--- config.mk ---
export PLATFORM = sky130hd
export DESIGN_NAME = mac_pipe
export DESIGN_NICKNAME = d
export VERILOG_FILES = /design/src/rtl/mac_pipe.sv
export SDC_FILE = /design/constraint.sdc
export NUM_CORES = 2
export LEC_CHECK = 0
export CAP_MARGIN = 10
export CORE_AREA = 4 4 266 268
export CTS_CLUSTER_DIAMETER = 50
export DETAILED_ROUTE_END_ITERATION = 16
export DIE_AREA = 0 0 270 272
export GPL_TIMING_DRIVEN = 0
export PLACE_DENSITY = 0.83
export SLEW_MARGIN = 15
export SYNTH_ARGS = -nofsm -noshare
export SYNTH_HDL_FRONTEND = slang
export SYNTH_SLANG_ARGS = --single-unit
--- constraint.sdc ---
create_clock -name clk -period 7.05 [get_ports clk]
set_clock_uncertainty 0.05 [all_clocks]
set_input_delay 0.705 -clock clk [delete_from_list [all_inputs] [get_ports clk]]
set_output_delay 0.705 -clock clk [all_outputs]
set_load 0.01 [all_outputs]
--- src/rtl/mac_pipe.sv ---
// Four-stage signed multiply-accumulate pipeline: pre-adder, multiplier, post-adder.
// The post-add result can saturate or wrap, and it can be chained to a neighbour through PCOUT/PCIN.
module mac_pipe #(
   parameter int A_W = 27,
   parameter int B_W = 18,
   parameter int P_W = 48,
   parameter bit SAT = 1'b1
) (
   input  logic                  clk,
   input  logic                  rst,
   input  logic                  enable,
   input  logic                  in_valid,
   input  logic [2:0]            mode,
   input  logic                  acc_clr,
   input  logic signed [A_W-1:0] A,
   input  logic signed [A_W-1:0] D,
   input  logic signed [B_W-1:0] B,
   input  logic signed [P_W-1:0] C,
   input  logic signed [P_W-1:0] PCIN,
   output logic signed [P_W-1:0] P,
   output logic                  out_valid,
   output logic                  ovf,
   output logic signed [P_W-1:0] PCOUT,
   output logic signed [A_W-1:0] ACOUT,
   output logic signed [B_W-1:0] BCOUT
);

   localparam int PA_W = A_W + 1;
   localparam int M_W  = A_W + B_W + 1;
   localparam int S_W  = P_W + 2;

   logic signed [A_W-1:0]  a1_r, d1_r;
   logic signed [B_W-1:0]  b1_r, b2_r;
   logic signed [P_W-1:0]  c1_r, c2_r, c3_r;
   logic [2:0]             mode1_r, mode2_r, mode3_r;
   logic                   clr1_r, clr2_r, clr3_r;
   logic                   v1_r, v2_r, v3_r;
   logic signed [PA_W-1:0] pa_s, pa2_r;
   logic signed [M_W-1:0]  m_s, m3_r;
   logic signed [P_W-1:0]  addend_s, p_r;
   logic [S_W-1:0]         sum_s;
   logic [P_W:0]           fit_s;
   logic                   ovf_r, out_valid_r;

   // Returns {out_of_range, value}; out-of-range sums clamp when sat_en is set, else wrap.
   function automatic logic [P_W:0] post_fit(input logic [S_W-1:0] s, input logic sat_en);
      logic           over;
      logic [P_W-1:0] v;
      over = (s[S_W-1:P_W-1] != {3{s[P_W-1]}});
      if (over && sat_en) begin
         v = s[S_W-1] ? {1'b1, {(P_W-1){1'b0}}} : {1'b0, {(P_W-1){1'b1}}};
      end else begin
         v = s[P_W-1:0];
      end
      return {over, v};
   endfunction

   // Stage 1: capture operands, mode and valid.
   always_ff @(posedge clk) begin
      if (rst) begin
         a1_r    <= {A_W{1'b0}};
         d1_r    <= {A_W{1'b0}};
         b1_r    <= {B_W{1'b0}};
         c1_r    <= {P_W{1'b0}};
         mode1_r <= 3'b000;
         clr1_r  <= 1'b0;
         v1_r    <= 1'b0;
      end else if (enable) begin
         a1_r    <= A;
         d1_r    <= D;
         b1_r    <= B;
         c1_r    <= C;
         mode1_r <= mode;
         clr1_r  <= acc_clr;
         v1_r    <= in_valid;
      end
   end

   // Pre-adder select; reserved modes behave as A+D.
   always_comb begin
      pa_s = {PA_W{1'b0}};
      case (mode1_r)
         3'b011:  pa_s = $signed({d1_r[A_W-1], d1_r}) - $signed({a1_r[A_W-1], a1_r});
         3'b100:  pa_s = $signed({a1_r[A_W-1], a1_r});
         default: pa_s = $signed({a1_r[A_W-1], a1_r}) + $signed({d1_r[A_W-1], d1_r});
      endcase
   end

   // Stage 2: register the pre-adder result with its side-band.
   always_ff @(posedge clk) begin
      if (rst) begin
         pa2_r   <= {PA_W{1'b0}};
         b2_r    <= {B_W{1'b0}};
         c2_r    <= {P_W{1'b0}};
         mode2_r <= 3'b000;
         clr2_r  <= 1'b0;
         v2_r    <= 1'b0;
      end else if (enable) begin
         pa2_r   <= pa_s;
         b2_r    <= b1_r;
         c2_r    <= c1_r;
         mode2_r <= mode1_r;
         clr2_r  <= clr1_r;
         v2_r    <= v1_r;
      end
   end

   // The full product fits in M_W bits, so a multiply truncated to M_W bits is exact.
   assign m_s = $signed({{B_W{pa2_r[PA_W-1]}}, pa2_r}) * $signed({{PA_W{b2_r[B_W-1]}}, b2_r});

   // Stage 3: register the full-width product.
   always_ff @(posedge clk) begin
      if (rst) begin
         m3_r    <= {M_W{1'b0}};
         c3_r    <= {P_W{1'b0}};
         mode3_r <= 3'b000;
         clr3_r  <= 1'b0;
         v3_r    <= 1'b0;
      end else if (enable) begin
         m3_r    <= m_s;
         c3_r    <= c2_r;
         mode3_r <= mode2_r;
         clr3_r  <= clr2_r;
         v3_r    <= v2_r;
      end
   end

   // Post-adder operand: P itself is the accumulator, and PCIN is taken live.
   always_comb begin
      addend_s = {P_W{1'b0}};
      case (mode3_r)
         3'b001:  addend_s = PCIN;
         3'b010:  addend_s = clr3_r ? {P_W{1'b0}} : p_r;
         default: addend_s = c3_r;
      endcase
   end

   assign sum_s = {{(S_W-M_W){m3_r[M_W-1]}}, m3_r} + {{2{addend_s[P_W-1]}}, addend_s};
   assign fit_s = post_fit(sum_s, SAT);

   // Stage 4: result register; only valid beats overwrite P and ovf.
   always_ff @(posedge clk) begin
      if (rst) begin
         p_r         <= {P_W{1'b0}};
         ovf_r       <= 1'b0;
         out_valid_r <= 1'b0;
      end else if (enable) begin
         out_valid_r <= v3_r;
         if (v3_r) begin
            p_r   <= fit_s[P_W-1:0];
            ovf_r <= fit_s[P_W];
         end
      end
   end

   assign P         = p_r;
   assign PCOUT     = p_r;
   assign ovf       = ovf_r;
   assign out_valid = out_valid_r;
   assign ACOUT     = a1_r;
   assign BCOUT     = b1_r;

endmodule

==> results.md <==
- Run status: completed
- Drc violations: 0
- Worst-margin pin slew: 1.24 ns
- Achievable Freq: 145 MHz
- X dimension of the die: 270 um
- Most used flip-flop cell after synthesis: sky130_fd_sc_hd__dfxtp_1
- Die Footprint: 73400 um2
- Clock sink total: 373
- Worst Path Class, Setup: reg -> reg
- Initial standard-cell utilization of the core: 0.544
- Via count of the routed design: 31800
- Max transition margin: 0.171
- Synth async-reset ratio: 0
- Via density per instance: 5.80
- Finish-stage setup viols: 0
- Synth area leaders: sky130_fd_sc_hd__fa_1 (26%), sky130_fd_sc_hd__dfxtp_1 (20%), sky130_fd_sc_hd__mux2i_1 (7.7%), sky130_fd_sc_hd__inv_1 (6.4%), sky130_fd_sc_hd__ha_1 (6.4%)
- Clock network latency to the later pin of the worst-skew pair: 0.63 ns
- Initial antenna violation count: 2
- First-pass DRT Iterations: 10
- Count of state elements after synthesis: 373
- Proportion of synthesized chip area in sequential cells: 0.201
- Number of cells on the worst reg-to-reg path: 23
- Final-stage net count: 5425
- Count of unique library cells instantiated by Yosys: 86
- Mean instance size in the synthesized netlist: 8.82 um2
- Dpl hpwl: 96800 um
- Min Clock Period, post-route: 6.90 ns
- Final routed wirelength across all metal layers: 120000 um
- Final cell utilization of the core: 0.637
- Quantity of hold-fixing buffers added after cts: 0
- Cell count of the worst hold path: 2
- Multiplexer fraction of the synthesized cell area: 0.0773
- Port-buffer cells: 317
- Overall overflow remaining after global route: 0
- Routed wire per std cell: 22.0 um
- Share of synthesized cell area in and, or, nand and nor gates: 0.145
- Top-count cell post-synth: sky130_fd_sc_hd__inv_1
- Post-route fraction of the period consumed by the critical path: 0.978
- Top fanout value on the critical path: 10
- Category of the worst setup path launch point: flop
- Detailed Route Iter0 Violations: 3324
- Adder and majority cell fraction of the synthesized area: 0.329
- Slew Viols, Final: 0
- Worst VDD drop: 181 uV
- Number of global-route vias before repair: 33400
- Maximum capacitance violations: 0
- Signal arrival time at the worst endpoint: 7.35 ns
- Worst hold slack: 0.424 ns
- Number of flops mapped to enable cells by yosys: 0
- Critical Path Sink Type: flop
- Main combinational cell family by area after synthesis: adder cells
- Synth Area in Compound Gates: 0.114
- Setup TNS: 0 ns
- H-tree lvl count: 2
- Leak: 20.6 nW
- Core area: 68300 um2
- Post-synthesis instance area: 37200 um2
- Final total power: 6.54 mW
- Required time of the worst setup path: 7.50 ns
- Largest net degree at the start of global routing: 20
- Cell taking the most area after synthesis: sky130_fd_sc_hd__fa_1
- Total track usage: 0.327
- Clock tree from TritonCTS: built
- Top cell types by occurrence after synthesis: sky130_fd_sc_hd__inv_1 (639), sky130_fd_sc_hd__fa_1 (491), sky130_fd_sc_hd__nor2_1 (449), sky130_fd_sc_hd__nand2_1 (398), sky130_fd_sc_hd__dfxtp_1 (373)
- Cell count after synthesis: 4217
- Xor/xnor cell area share of the yosys netlist: 0.0322
- Synthesized Nets: 5073
- Proportion of netlist area held by the largest area contributor: 0.264
- Final estimated routing congestion in global placement: 1.01
- P per Cell Area: 150 nW/um2
- Worst min-delay path class: reg -> reg
- Yosys warning count: 0
- Proportion of layout cells with a drive suffix above 1: 0.0799
- Clock tree buffer depth: 3
- Layout overhead on the synthesized area: 17.0%
- Wire length of the first global-routing pass: 188000 um
- CTS Root Buffer Type: sky130_fd_sc_hd__clkbuf_16
- Antenna Violating Nets Remaining: 0
- Clock transition at the register clock pins on the worst setup and hold paths after CTS: 0.06 ns
- Count of final hold-check violations: 0
- Count of standard-cell rows: 96
- Total CTS buffers: 47
- Count of pins on the block boundary: 319
- Chip height: 272 um
[registers in the layout, indices dropped and copies added, names as in the netlist]
signal / count
ACOUT: 27
BCOUT: 18
P: 48
b2_r: 18
c1_r: 48
c2_r: 48
c3_r: 48
clr1_r: 1
clr2_r: 1
clr3_r: 1
d1_r: 27
m3_r: 46
mode1_r: 3
mode2_r: 3
mode3_r: 3
out_valid: 1
ovf: 1
pa2_r: 28
v1_r: 1
v2_r: 1
v3_r: 1
[area by class of cell]
| type | instances | area (um2) |
|---|---|---|
| repair buffers | 336 | 3320 |
| diodes | 1 | 2.50 |
| clock buffers | 62 | 1310 |
| clock inverters | 21 | 245 |
| flip-flops and latches | 373 | 7540 |
| inverters | 639 | 2400 |
| well taps | 882 | 1100 |
| multi-input cells | 2898 | 26000 |
| plain buffers | 274 | 1560 |
| fillers | 5506 | 24800 |
[kinds of logic after synthesis]
group / Yosys count
flip-flops: 373
adder cells (fa/ha/maj): 683
XOR/XNOR: 136
AND/OR/NAND/NOR: 1203
buffers and inverters: 946
multiplexers: 287
AO/OA/AOI/OAI: 589
[path summary, 6_finish.rpt]
check	startpoint	endpoint	slack, ns
setup reg to reg	pa2_r[10]$_SDFFE_PP0P_	m3_r[45]$_SDFFE_PP0P_	0.15
setup / recovery	pa2_r[10]$_SDFFE_PP0P_	m3_r[45]$_SDFFE_PP0P_	0.15
hold reg to reg	m3_r[38]$_SDFFE_PP0P_	m3_r[38]$_SDFFE_PP0P_	0.42
hold / removal	m3_r[38]$_SDFFE_PP0P_	m3_r[38]$_SDFFE_PP0P_	0.42
[where the power goes]
group | switching (mW) | total, mW | internal (mW)
Combinational | 1.03 | 1.73 | 0.700
Clock | 1.04 | 2.42 | 1.38
Sequential | 0.170 | 2.39 | 2.22
[cell usage in the layout (no fill, tap or decap), types with 23 or more instances in the layout]
cell type,n
sky130_fd_sc_hd__inv_1,637
sky130_fd_sc_hd__fa_1,489
sky130_fd_sc_hd__nor2_1,448
sky130_fd_sc_hd__nand2_1,398
sky130_fd_sc_hd__dfxtp_1,342
sky130_fd_sc_hd__clkdlybuf4s50_1,317
sky130_fd_sc_hd__mux2i_1,286
sky130_fd_sc_hd__and2_1,208
sky130_fd_sc_hd__ha_1,183
sky130_fd_sc_hd__a21oi_1,166
sky130_fd_sc_hd__clkbuf_1,116
sky130_fd_sc_hd__xnor2_1,93
sky130_fd_sc_hd__buf_4,85
sky130_fd_sc_hd__o21ai_0,64
sky130_fd_sc_hd__a21o_1,59
sky130_fd_sc_hd__o21ai_1,51
sky130_fd_sc_hd__a222oi_1,48
sky130_fd_sc_hd__clkbuf_16,48
sky130_fd_sc_hd__a211oi_2,46
sky130_fd_sc_hd__xor2_1,42
sky130_fd_sc_hd__nand3_1,30
sky130_fd_sc_hd__nand2b_1,27
sky130_fd_sc_hd__clkbuf_2,25
sky130_fd_sc_hd__nor3_1,23
[per-stage QoR]
| step | area [um2] | instances | worst slack, ns |
|---|---|---|---|
| 6_report | 43500 | 5486 | 0.152 |
| 5_1_grt | 43500 | 5486 | -0.0138 |
| 4_1_cts | 43200 | 5477 | -0.0164 |
| 3_5_place_dp | 41500 | 5416 | -0.942 |
| 3_3_place_gp | 41500 | 5416 | -0.878 |
| 2_1_floorplan | 37200 | 4217 | 0.494 |
[critical path, stage by stage (launching register included)]
cell and delay (ns):
sky130_fd_sc_hd__dfxtp_4 0.44, sky130_fd_sc_hd__clkbuf_8 0.22, sky130_fd_sc_hd__nand2_1 0.09, sky130_fd_sc_hd__fa_1 0.50, sky130_fd_sc_hd__fa_1 0.51, sky130_fd_sc_hd__fa_1 0.51
sky130_fd_sc_hd__inv_1 0.05, sky130_fd_sc_hd__fa_1 0.52, sky130_fd_sc_hd__fa_1 0.50, sky130_fd_sc_hd__inv_1 0.05, sky130_fd_sc_hd__fa_1 0.49, sky130_fd_sc_hd__inv_2 0.06
sky130_fd_sc_hd__ha_2 0.30, sky130_fd_sc_hd__a21oi_1 0.15, sky130_fd_sc_hd__nand2_1 0.09, sky130_fd_sc_hd__a21o_1 0.20, sky130_fd_sc_hd__a211o_2 0.38, sky130_fd_sc_hd__a311oi_4 0.52
sky130_fd_sc_hd__o31a_1 0.29, sky130_fd_sc_hd__o211ai_1 0.16, sky130_fd_sc_hd__a31o_1 0.22, sky130_fd_sc_hd__a21oi_2 0.14, sky130_fd_sc_hd__xnor2_1 0.10, sky130_fd_sc_hd__a211oi_2 0.22
[repair_timing]
item	CTS	global route
gates resized for setup	135	138
cloned	0	0
setup buffers	2	17
pin swaps	6	13
endpoints found under the setup margin	27	16
[routing by layer]
metal,vias up,wire length [um],GRT usage
met3,491,13100,0.0844
li1,14100,-,-
met2,1876,54200,0.530
met1,15300,44900,0.401
met5,-,13,0
met4,2,8130,0.182
(Power assumes the default switching activity.)
